<file path="src/rtl/trb_mem_arbiter_pkg.sv">
// Shared constants and types for the trace buffer memory arbiter.
// Holds buffer geometry, write burst limit and arbiter state enum.
package dtb_pkg;

  localparam int TRB_ADDR_WIDTH = 8;
  localparam int TRB_WIDTH = 32;

  // Longest run of back-to-back write slots
  // before a read slot is forced (adaptive mode).
  localparam int TRB_ARB_MAX_WBURST = 3;

  typedef enum logic {
    INIT,
    RUN
  } arb_state_t;

endpackage

</file>
<file path="src/rtl/trb_mem_arbiter_if.sv">
// Logger/memory-side bundle of the trace buffer arbiter.
// slave: arbiter side; master: logger + RAM side.
// Ports: CLEAR_I, WRITE_I, WRITE_PTR_I, READ_PTR_I, DATA_I,
//   MEM_RDATA_I in; RW_TURN_O, WRITE_ALLOW_O, READ_ALLOW_O,
//   DATA_O, DATA_VALID_O, INIT_DONE_O, MEM_* out.
interface trb_mem_arbiter_if
  import dtb_pkg::*;
#(
  parameter int ADDR_WIDTH = TRB_ADDR_WIDTH,
  parameter int DATA_WIDTH = TRB_WIDTH
);

  logic                  CLEAR_I;
  logic                  WRITE_I;
  logic [ADDR_WIDTH-1:0] WRITE_PTR_I;
  logic [ADDR_WIDTH-1:0] READ_PTR_I;
  logic [DATA_WIDTH-1:0] DATA_I;
  logic                  RW_TURN_O;
  logic                  WRITE_ALLOW_O;
  logic                  READ_ALLOW_O;
  logic [DATA_WIDTH-1:0] DATA_O;
  logic                  DATA_VALID_O;
  logic                  INIT_DONE_O;
  logic                  MEM_EN_O;
  logic                  MEM_WE_O;
  logic [ADDR_WIDTH-1:0] MEM_ADDR_O;
  logic [DATA_WIDTH-1:0] MEM_WDATA_O;
  logic [DATA_WIDTH-1:0] MEM_RDATA_I;

  modport slave (
    input  CLEAR_I,
    input  WRITE_I,
    input  WRITE_PTR_I,
    input  READ_PTR_I,
    input  DATA_I,
    input  MEM_RDATA_I,
    output RW_TURN_O,
    output WRITE_ALLOW_O,
    output READ_ALLOW_O,
    output DATA_O,
    output DATA_VALID_O,
    output INIT_DONE_O,
    output MEM_EN_O,
    output MEM_WE_O,
    output MEM_ADDR_O,
    output MEM_WDATA_O
  );

  modport master (
    output CLEAR_I,
    output WRITE_I,
    output WRITE_PTR_I,
    output READ_PTR_I,
    output DATA_I,
    output MEM_RDATA_I,
    input  RW_TURN_O,
    input  WRITE_ALLOW_O,
    input  READ_ALLOW_O,
    input  DATA_O,
    input  DATA_VALID_O,
    input  INIT_DONE_O,
    input  MEM_EN_O,
    input  MEM_WE_O,
    input  MEM_ADDR_O,
    input  MEM_WDATA_O
  );

endinterface

</file>
<file path="src/rtl/trb_mem_arbiter.sv">
// Single-port trace buffer arbiter: zero-fill sweep, then
// read/write slot sequencing, full/empty, read data capture.
// Ports: CLK_I, RST_NI (async, active low), bus (slave).
// Option: TRB_ARB_ADAPTIVE_EN selects demand-driven turns
//   (burst-limited writes) instead of strict alternation.
module trb_mem_arbiter
  import dtb_pkg::*;
#(
  parameter int ADDR_WIDTH = TRB_ADDR_WIDTH,
  parameter int DATA_WIDTH = TRB_WIDTH
) (
  input logic         CLK_I,
  input logic         RST_NI,
  trb_mem_arbiter_if.slave bus
);

  localparam logic [ADDR_WIDTH-1:0] LP_LAST = '1;

  arb_state_t            r_state;
  arb_state_t            w_state_nxt;
  logic [ADDR_WIDTH-1:0] r_cnt;
  logic                  r_rd_pend;
  logic [DATA_WIDTH-1:0] r_data;
  logic                  r_valid;

  logic                  w_run;
  logic                  w_empty;
  logic                  w_full;
  logic                  w_wr_allow;
  logic                  w_rd_allow;
  logic                  w_turn;
  logic                  w_wr_go;
  logic                  w_rd_go;
  logic [ADDR_WIDTH-1:0] w_wptr_inc;

  assign w_run      = (r_state == RUN);
  assign w_wptr_inc = bus.WRITE_PTR_I + 1'b1;
  assign w_empty    = (bus.READ_PTR_I == bus.WRITE_PTR_I);
  // Wraps naturally: one slot stays unused.
  assign w_full     = (w_wptr_inc == bus.READ_PTR_I);
  assign w_wr_allow = w_run & ~w_full;
  assign w_rd_allow = w_run & ~w_empty;

`ifdef TRB_ARB_ADAPTIVE_EN
  logic [1:0] r_wburst;

  assign w_turn = w_run & bus.WRITE_I & w_wr_allow &
                  (r_wburst < 2'(TRB_ARB_MAX_WBURST));

  always_ff @(posedge CLK_I or negedge RST_NI) begin
    if (!RST_NI) begin
      r_wburst <= '0;
    end else if (bus.CLEAR_I || !w_run || !w_turn) begin
      r_wburst <= '0;
    end else if (r_wburst != 2'd3) begin
      r_wburst <= r_wburst + 2'd1;
    end
  end
`else
  logic r_turn;

  assign w_turn = w_run & r_turn;

  // First RUN cycle is a write slot, then toggle.
  always_ff @(posedge CLK_I or negedge RST_NI) begin
    if (!RST_NI) begin
      r_turn <= 1'b0;
    end else if (bus.CLEAR_I) begin
      r_turn <= 1'b0;
    end else if (!w_run) begin
      r_turn <= (r_cnt == LP_LAST);
    end else begin
      r_turn <= ~r_turn;
    end
  end
`endif

  assign w_wr_go = w_turn & bus.WRITE_I & w_wr_allow &
                   ~bus.CLEAR_I;
  assign w_rd_go = w_run & ~w_turn & w_rd_allow &
                   ~bus.CLEAR_I;

  always_ff @(posedge CLK_I or negedge RST_NI) begin
    if (!RST_NI) begin
      r_state <= INIT;
    end else begin
      r_state <= w_state_nxt;
    end
  end

  always_comb begin
    w_state_nxt     = r_state;
    bus.MEM_EN_O    = 1'b0;
    bus.MEM_WE_O    = 1'b0;
    bus.MEM_ADDR_O  = '0;
    bus.MEM_WDATA_O = '0;
    unique case (r_state)
      INIT: begin
        // Held quiet while reset is asserted.
        bus.MEM_EN_O   = RST_NI;
        bus.MEM_WE_O   = RST_NI;
        bus.MEM_ADDR_O = r_cnt;
        if (r_cnt == LP_LAST) begin
          w_state_nxt = RUN;
        end
      end
      RUN: begin
        if (w_wr_go) begin
          bus.MEM_EN_O    = 1'b1;
          bus.MEM_WE_O    = 1'b1;
          bus.MEM_ADDR_O  = bus.WRITE_PTR_I;
          bus.MEM_WDATA_O = bus.DATA_I;
        end else if (w_rd_go) begin
          bus.MEM_EN_O   = 1'b1;
          bus.MEM_ADDR_O = bus.READ_PTR_I;
        end
      end
      default: w_state_nxt = INIT;
    endcase
    if (bus.CLEAR_I) begin
      w_state_nxt     = INIT;
      bus.MEM_EN_O    = 1'b0;
      bus.MEM_WE_O    = 1'b0;
      bus.MEM_ADDR_O  = '0;
      bus.MEM_WDATA_O = '0;
    end
  end

  // Sweep counter wraps back to 0 as INIT ends.
  always_ff @(posedge CLK_I or negedge RST_NI) begin
    if (!RST_NI) begin
      r_cnt <= '0;
    end else if (bus.CLEAR_I) begin
      r_cnt <= '0;
    end else if (!w_run) begin
      r_cnt <= r_cnt + 1'b1;
    end
  end

  // Read slot n -> RAM data in n+1 -> DATA_O in n+2.
  always_ff @(posedge CLK_I or negedge RST_NI) begin
    if (!RST_NI) begin
      r_rd_pend <= 1'b0;
      r_valid   <= 1'b0;
      r_data    <= '0;
    end else begin
      r_rd_pend <= w_rd_go;
      r_valid   <= r_rd_pend & ~bus.CLEAR_I;
      if (r_rd_pend && !bus.CLEAR_I) begin
        r_data <= bus.MEM_RDATA_I;
      end
    end
  end

  assign bus.RW_TURN_O     = w_turn;
  assign bus.WRITE_ALLOW_O = w_wr_allow;
  assign bus.READ_ALLOW_O  = w_rd_allow;
  assign bus.DATA_O        = r_data;
  assign bus.DATA_VALID_O  = r_valid;
  assign bus.INIT_DONE_O   = w_run;

endmodule

</file>
<file path="src/flat_wrapper.sv">
// flat-port wrapper written by rule: the top's interface ports become plain ports
module trb_mem_arbiter_flat import dtb_pkg::*;
#(
  parameter int ADDR_WIDTH = TRB_ADDR_WIDTH,
  parameter int DATA_WIDTH = TRB_WIDTH
)
  (CLK_I, RST_NI, bus_CLEAR_I, bus_WRITE_I, bus_WRITE_PTR_I, bus_READ_PTR_I, bus_DATA_I, bus_MEM_RDATA_I, bus_RW_TURN_O, bus_WRITE_ALLOW_O, bus_READ_ALLOW_O, bus_DATA_O, bus_DATA_VALID_O, bus_INIT_DONE_O, bus_MEM_EN_O, bus_MEM_WE_O, bus_MEM_ADDR_O, bus_MEM_WDATA_O);
  trb_mem_arbiter_if #(.ADDR_WIDTH(ADDR_WIDTH), .DATA_WIDTH(DATA_WIDTH)) bus_i ();
  input logic CLK_I;
  input logic RST_NI;
  input wire logic [$bits(bus_i.CLEAR_I)-1:0] bus_CLEAR_I;
  input wire logic [$bits(bus_i.WRITE_I)-1:0] bus_WRITE_I;
  input wire logic [$bits(bus_i.WRITE_PTR_I)-1:0] bus_WRITE_PTR_I;
  input wire logic [$bits(bus_i.READ_PTR_I)-1:0] bus_READ_PTR_I;
  input wire logic [$bits(bus_i.DATA_I)-1:0] bus_DATA_I;
  input wire logic [$bits(bus_i.MEM_RDATA_I)-1:0] bus_MEM_RDATA_I;
  output wire logic [$bits(bus_i.RW_TURN_O)-1:0] bus_RW_TURN_O;
  output wire logic [$bits(bus_i.WRITE_ALLOW_O)-1:0] bus_WRITE_ALLOW_O;
  output wire logic [$bits(bus_i.READ_ALLOW_O)-1:0] bus_READ_ALLOW_O;
  output wire logic [$bits(bus_i.DATA_O)-1:0] bus_DATA_O;
  output wire logic [$bits(bus_i.DATA_VALID_O)-1:0] bus_DATA_VALID_O;
  output wire logic [$bits(bus_i.INIT_DONE_O)-1:0] bus_INIT_DONE_O;
  output wire logic [$bits(bus_i.MEM_EN_O)-1:0] bus_MEM_EN_O;
  output wire logic [$bits(bus_i.MEM_WE_O)-1:0] bus_MEM_WE_O;
  output wire logic [$bits(bus_i.MEM_ADDR_O)-1:0] bus_MEM_ADDR_O;
  output wire logic [$bits(bus_i.MEM_WDATA_O)-1:0] bus_MEM_WDATA_O;
  assign bus_i.CLEAR_I = bus_CLEAR_I;
  assign bus_i.WRITE_I = bus_WRITE_I;
  assign bus_i.WRITE_PTR_I = bus_WRITE_PTR_I;
  assign bus_i.READ_PTR_I = bus_READ_PTR_I;
  assign bus_i.DATA_I = bus_DATA_I;
  assign bus_i.MEM_RDATA_I = bus_MEM_RDATA_I;
  assign bus_RW_TURN_O = bus_i.RW_TURN_O;
  assign bus_WRITE_ALLOW_O = bus_i.WRITE_ALLOW_O;
  assign bus_READ_ALLOW_O = bus_i.READ_ALLOW_O;
  assign bus_DATA_O = bus_i.DATA_O;
  assign bus_DATA_VALID_O = bus_i.DATA_VALID_O;
  assign bus_INIT_DONE_O = bus_i.INIT_DONE_O;
  assign bus_MEM_EN_O = bus_i.MEM_EN_O;
  assign bus_MEM_WE_O = bus_i.MEM_WE_O;
  assign bus_MEM_ADDR_O = bus_i.MEM_ADDR_O;
  assign bus_MEM_WDATA_O = bus_i.MEM_WDATA_O;
  trb_mem_arbiter #(.ADDR_WIDTH(ADDR_WIDTH), .DATA_WIDTH(DATA_WIDTH)) u_core (.CLK_I(CLK_I), .RST_NI(RST_NI), .bus(bus_i));
endmodule
</file>
<file path="config.mk">
export PLATFORM = sky130hd
export DESIGN_NAME = trb_mem_arbiter_flat
export DESIGN_NICKNAME = d
export VERILOG_FILES = /design/src/rtl/trb_mem_arbiter_pkg.sv /design/src/rtl/trb_mem_arbiter_if.sv /design/src/rtl/trb_mem_arbiter.sv /design/src/flat_wrapper.sv
export SDC_FILE = /design/constraint.sdc
export NUM_CORES = 1
export LEC_CHECK = 0
export ABC_CLOCK_PERIOD_IN_PS = 4000
export CAP_MARGIN = 20
export CORE_AREA = 2 2 94 96
export DETAILED_ROUTE_END_ITERATION = 16
export DIE_AREA = 0 0 96 98
export DONT_BUFFER_PORTS = 1
export GPL_TIMING_DRIVEN = 0
export PLACE_DENSITY = 0.48
export SYNTH_ARGS = -nofsm -noshare
export SYNTH_HDL_FRONTEND = slang
export SYNTH_SLANG_ARGS = --single-unit
</file>
<file path="constraint.sdc">
create_clock -name CLK_I -period 4 [get_ports CLK_I]
set_clock_uncertainty 0.05 [all_clocks]
set_input_delay 0.6 -clock CLK_I [delete_from_list [all_inputs] [get_ports CLK_I]]
set_output_delay 0.6 -clock CLK_I [all_outputs]
set_load 0.03 [all_outputs]
</file>
==> metrics.md <==
| Metric | Value |
|---|---|
| Outcome | `complete, no violations` |
| Post-CTS Setup Inserts | `0` |
| Total DRC errors in the routed layout | `0` |
| Total negative slack for setup checks | `0 ns` |
| Post-layout total power | `0.977 mW` |
| Initial antenna violation count | `0` |
| Detailed placement HPWL | `4.74 mm` |
| Share of layout cells above drive strength 1 | `16.7%` |
| TritonCTS clock tree | `built` |
| Cell area after layout | `2730 µm²` |
| Fill cells | `892` |
| Buffer type at the clock tree root | `sky130_fd_sc_hd__clkbuf_8` |
| Area of the core | `8470 µm²` |
| Hold Fails Final Rpt | `0` |
| Placed cell area | `2580 µm²` |
| Total via count after detailed routing | `1866` |
| Net count after synthesis | `329` |
| Synthesized area per cell | `10.1 µm²` |
| Aggregate routed wire length | `5.95 mm` |
| Number of max-cap violations | `0` |
| Count of pins over their slew limit | `0` |
| Final cell count without fillers | `359` |
| Number of buffers inserted during clock tree synthesis | `5` |
| Worst Setup End Kind | `output pin` |
| Worst EP required | `3.35 ns` |
| Cell area after synthesis | `2440 µm²` |
| Fraction of the yosys area taken by sequential cells | `45.1%` |
| Static leakage | `1.34 nW` |
| Clock slew at the register clock pins of the worst setup and hold paths | `0.08 ns` |
| Arrival time worst endpoint | `2.53 ns` |
| Number of core rows | `34` |
| Logic gate share of total power | `7.8%` |
| I/O pin count | `163` |
| Worst-case headroom to the max-slew limit | `47.2%` |
| Synth Warn # | `0` |
| Total Routing Usage GR | `12.9%` |
| Register bit count reported by yosys | `44` |
| Global-route wire length before repair | `9.55 mm` |
| Gp weighted congestion | `0.903` |
| H-Tree Level Count | `2` |
| Worst IR Drop VDD | `0.185 mV` |
| Average detailed-routed wire length per instance | `16.6 µm` |
| # port buffers | `0` |
| Clk_lat worst skew | `0.29 ns` |
| Vias in the first global route | `1891` |
| Maximum buffer depth of the clock tree | `2` |
| Area enclosed by the die boundary | `9410 µm²` |
| Instance count of the mapped netlist | `243` |
| Switching part of the total power | `24.0%` |
| Die span in y | `98 µm` |
| Remaining number of nets flagged by the antenna check after routing | `0` |
| Routed met1 length | `2.48 mm` |
| Switching power of the nets | `0.234 mW` |
| Final period util | `79.6%` |
| Worst Slack Setup Final | `0.816 ns` |
| Pin count of the biggest net entering global routing | `45` |
| Register cell area after layout | `1100 µm²` |
| Final Setup Violations | `0` |
| Die X-Extent | `96 µm` |
| Type of the tightest min-delay check | `in -> async` |
| Largest fanout on the critical path | `10` |
| Cell Pwr Density | `357 nW/µm²` |
| Drt initial violations | `83` |
| Clock share of power | `40.1%` |
| Area taken by multi-input logic gates | `1230 µm²` |
| Worst slack on hold paths | `0.0882 ns` |
| Setup repair after global routing missed its margin | `false` |
| Sum of overflow across all layers after global routing | `0` |
| Setup WS pre-CTS | `0.992 ns` |
| Clock period minus final worst setup slack | `3.18 ns` |
| Sequential power share | `52.1%` |
| Total clock sinks | `44` |
| Cell-internal power | `0.743 mW` |
| Placed Instances | `351` |
| Total met2 wirelength after detailed routing | `3.08 mm` |
| Top Metal Used | `met4` |
| Type of the setup path with the least slack | `reg -> out` |
| Initial core utilization | `28.9%` |
| Area growth syn-to-layout | `11.9%` |
| Post-Route Utilization | `32.3%` |
| Vias per cell | `5.20` |
| Total number of nets in the final design | `337` |
| Fmax | `0.314 GHz` |
| Number of unique standard cell types used by synthesis | `30` |
| WL met3 | `320 µm` |
| Post-cts resize count | `0` |
| Drt first pass iters | `4` |
| Antenna cell count | `0` |
| Setup crit start kind | `flop` |
| Slew at the pin with the worst max-slew slack | `0.789 ns` |
-- layout make-up --
class / count / area share (%)
multi-input cells: 172 / 45.1
flip-flops and latches: 44 / 40.3
well taps: 108 / 4.94
plain buffers: 17 / 2.61
clock buffers: 5 / 2.52
clock inverters: 2 / 2.20
inverters: 10 / 1.37
repair buffers: 1 / 1.01
-- cell usage in the layout (no fill, tap or decap), drive strengths merged --
master,Yosys,routed
dfrtp,44,44
and3,35,35
mux2,32,32
nor2,29,29
clkbuf,15,20
inv,10,10
xnor2,9,9
o21ai,9,9
xor2,8,8
a32o,8,8
nand2,6,6
nand3,5,5
nor3,4,4
and2,3,3
o21a,3,3
a31oi,3,3
nand4,3,3
nor2b,3,3
buf,2,3
nand2b,2,2
ha,2,2
bufinv,0,2
o221ai,1,1
a211o,1,1
o31a,1,1
or3,1,1
o211ai,1,1
o31ai,1,1
a21oi,1,1
mux2i,1,1
-- registers in the layout (all words and copies together), names as in the netlist --
signal	flops
u_core.bus.DATA_O	32
u_core.r_cnt	8
u_core.r_turn	1
u_core.bus.INIT_DONE_O	1
u_core.bus.DATA_VALID_O	1
u_core.r_rd_pend	1
-- critical path, stage by stage, from the launching register on --
cell	delay [ns]
sky130_fd_sc_hd__dfrtp_1	0.54
sky130_fd_sc_hd__clkbuf_1	0.35
sky130_fd_sc_hd__and3_1	0.24
sky130_fd_sc_hd__nor2b_1	0.27
sky130_fd_sc_hd__clkbuf_1	0.40
sky130_fd_sc_hd__a32o_1	0.45
-- synthesized netlist by cell type --
| master | instances | area share [%] |
|---|---|---|
| sky130_fd_sc_hd__a32o_1 | 8 | 3.3 |
| sky130_fd_sc_hd__and2_1 | 3 | 0.77 |
| sky130_fd_sc_hd__dfrtp_1 | 44 | 45 |
| sky130_fd_sc_hd__a21oi_1 | 1 | 0.20 |
| sky130_fd_sc_hd__nand4_1 | 3 | 0.77 |
| sky130_fd_sc_hd__and3_1 | 35 | 9.0 |
| sky130_fd_sc_hd__o31a_1 | 1 | 0.36 |
| sky130_fd_sc_hd__o31ai_1 | 1 | 0.31 |
| sky130_fd_sc_hd__xor2_1 | 8 | 2.9 |
| sky130_fd_sc_hd__nand3_1 | 5 | 1.0 |
| sky130_fd_sc_hd__buf_1 | 1 | 0.15 |
| sky130_fd_sc_hd__o221ai_1 | 1 | 0.36 |
| sky130_fd_sc_hd__ha_1 | 2 | 1.0 |
| sky130_fd_sc_hd__nor3_1 | 4 | 0.82 |
| sky130_fd_sc_hd__nand2_1 | 6 | 0.92 |
| sky130_fd_sc_hd__nor2b_1 | 3 | 0.77 |
| sky130_fd_sc_hd__clkbuf_1 | 15 | 2.3 |
| sky130_fd_sc_hd__nand2b_1 | 2 | 0.51 |
| sky130_fd_sc_hd__o21a_1 | 3 | 0.92 |
| sky130_fd_sc_hd__mux2i_1 | 1 | 0.41 |
| sky130_fd_sc_hd__or3_4 | 1 | 0.46 |
| sky130_fd_sc_hd__xnor2_1 | 9 | 3.2 |
| sky130_fd_sc_hd__o21ai_0 | 9 | 1.8 |
| sky130_fd_sc_hd__o211ai_1 | 1 | 0.31 |
| sky130_fd_sc_hd__a31oi_1 | 3 | 0.77 |
| sky130_fd_sc_hd__a211o_1 | 1 | 0.36 |
| sky130_fd_sc_hd__buf_6 | 1 | 0.46 |
| sky130_fd_sc_hd__mux2_2 | 32 | 15 |
| sky130_fd_sc_hd__nor2_1 | 29 | 4.5 |
| sky130_fd_sc_hd__inv_1 | 10 | 1.5 |
-- cells by family (layout without fill, tap and decap cells) --
family                   after synthesis  after routing  share of synthesized area, %
AO/OA/AOI/OAI                         29             29                          8.71
XOR/XNOR                              17             17                          6.10
adder cells (fa/ha/maj)                2              2                          1.02
buffers and inverters                 27             35                          4.46
flip-flops                            44             44                          45.1
multiplexers                          33             33                          15.2
AND/OR/NAND/NOR                       91             91                          19.5
-- worst paths after layout --
check	end	cells past startpoint	from	slack [ns]
worst max-delay path	bus_MEM_ADDR_O[1]	5	u_core.bus.INIT_DONE_O$_DFF_PN0_	0.82
worst min-delay path	u_core.bus.DATA_O[31]$_DFFE_PN0P_	1	RST_NI	0.09
worst max register to register	u_core.r_turn$_DFF_PN0_	4	u_core.bus.INIT_DONE_O$_DFF_PN0_	2.06
worst min register to register	u_core.r_cnt[4]$_DFFE_PN0P_	2	u_core.r_cnt[4]$_DFFE_PN0P_	0.52
max in group asynchronous	u_core.bus.DATA_O[10]$_DFFE_PN0P_	1	RST_NI	3.60
min in group CLK_I	u_core.bus.DATA_O[19]$_DFFE_PN0P_	1	bus_MEM_RDATA_I[19]	0.40
-- metal layers --
layer / GRT usage (%) / vias to the layer above
met5: 0 / -
met2: 21.4 / 83
met3: 3.01 / 7
met4: 3.85 / 0
met1: 16.5 / 914
li1: - / 862
-- power groups by stage --
| stage | Sequential, mW | Combinational (mW) | Clock [mW] |
|---|---|---|---|
| after floorplan | 0.514 | 0.0562 | 0 |
| after global placement | 0.518 | 0.0641 | 0 |
| after detailed placement | 0.519 | 0.0651 | 0 |
| after CTS | 0.510 | 0.0775 | 0.410 |
| after global routing | 0.511 | 0.0873 | 0.434 |
| final | 0.509 | 0.0762 | 0.392 |
-- repair_timing --
item                                    in CTS  in global routing
hold buffers                                 1                  0
hold endpoints to repair                    44                  0
endpoints found under the setup margin       0                  0
(Power assumes the default switching activity.)
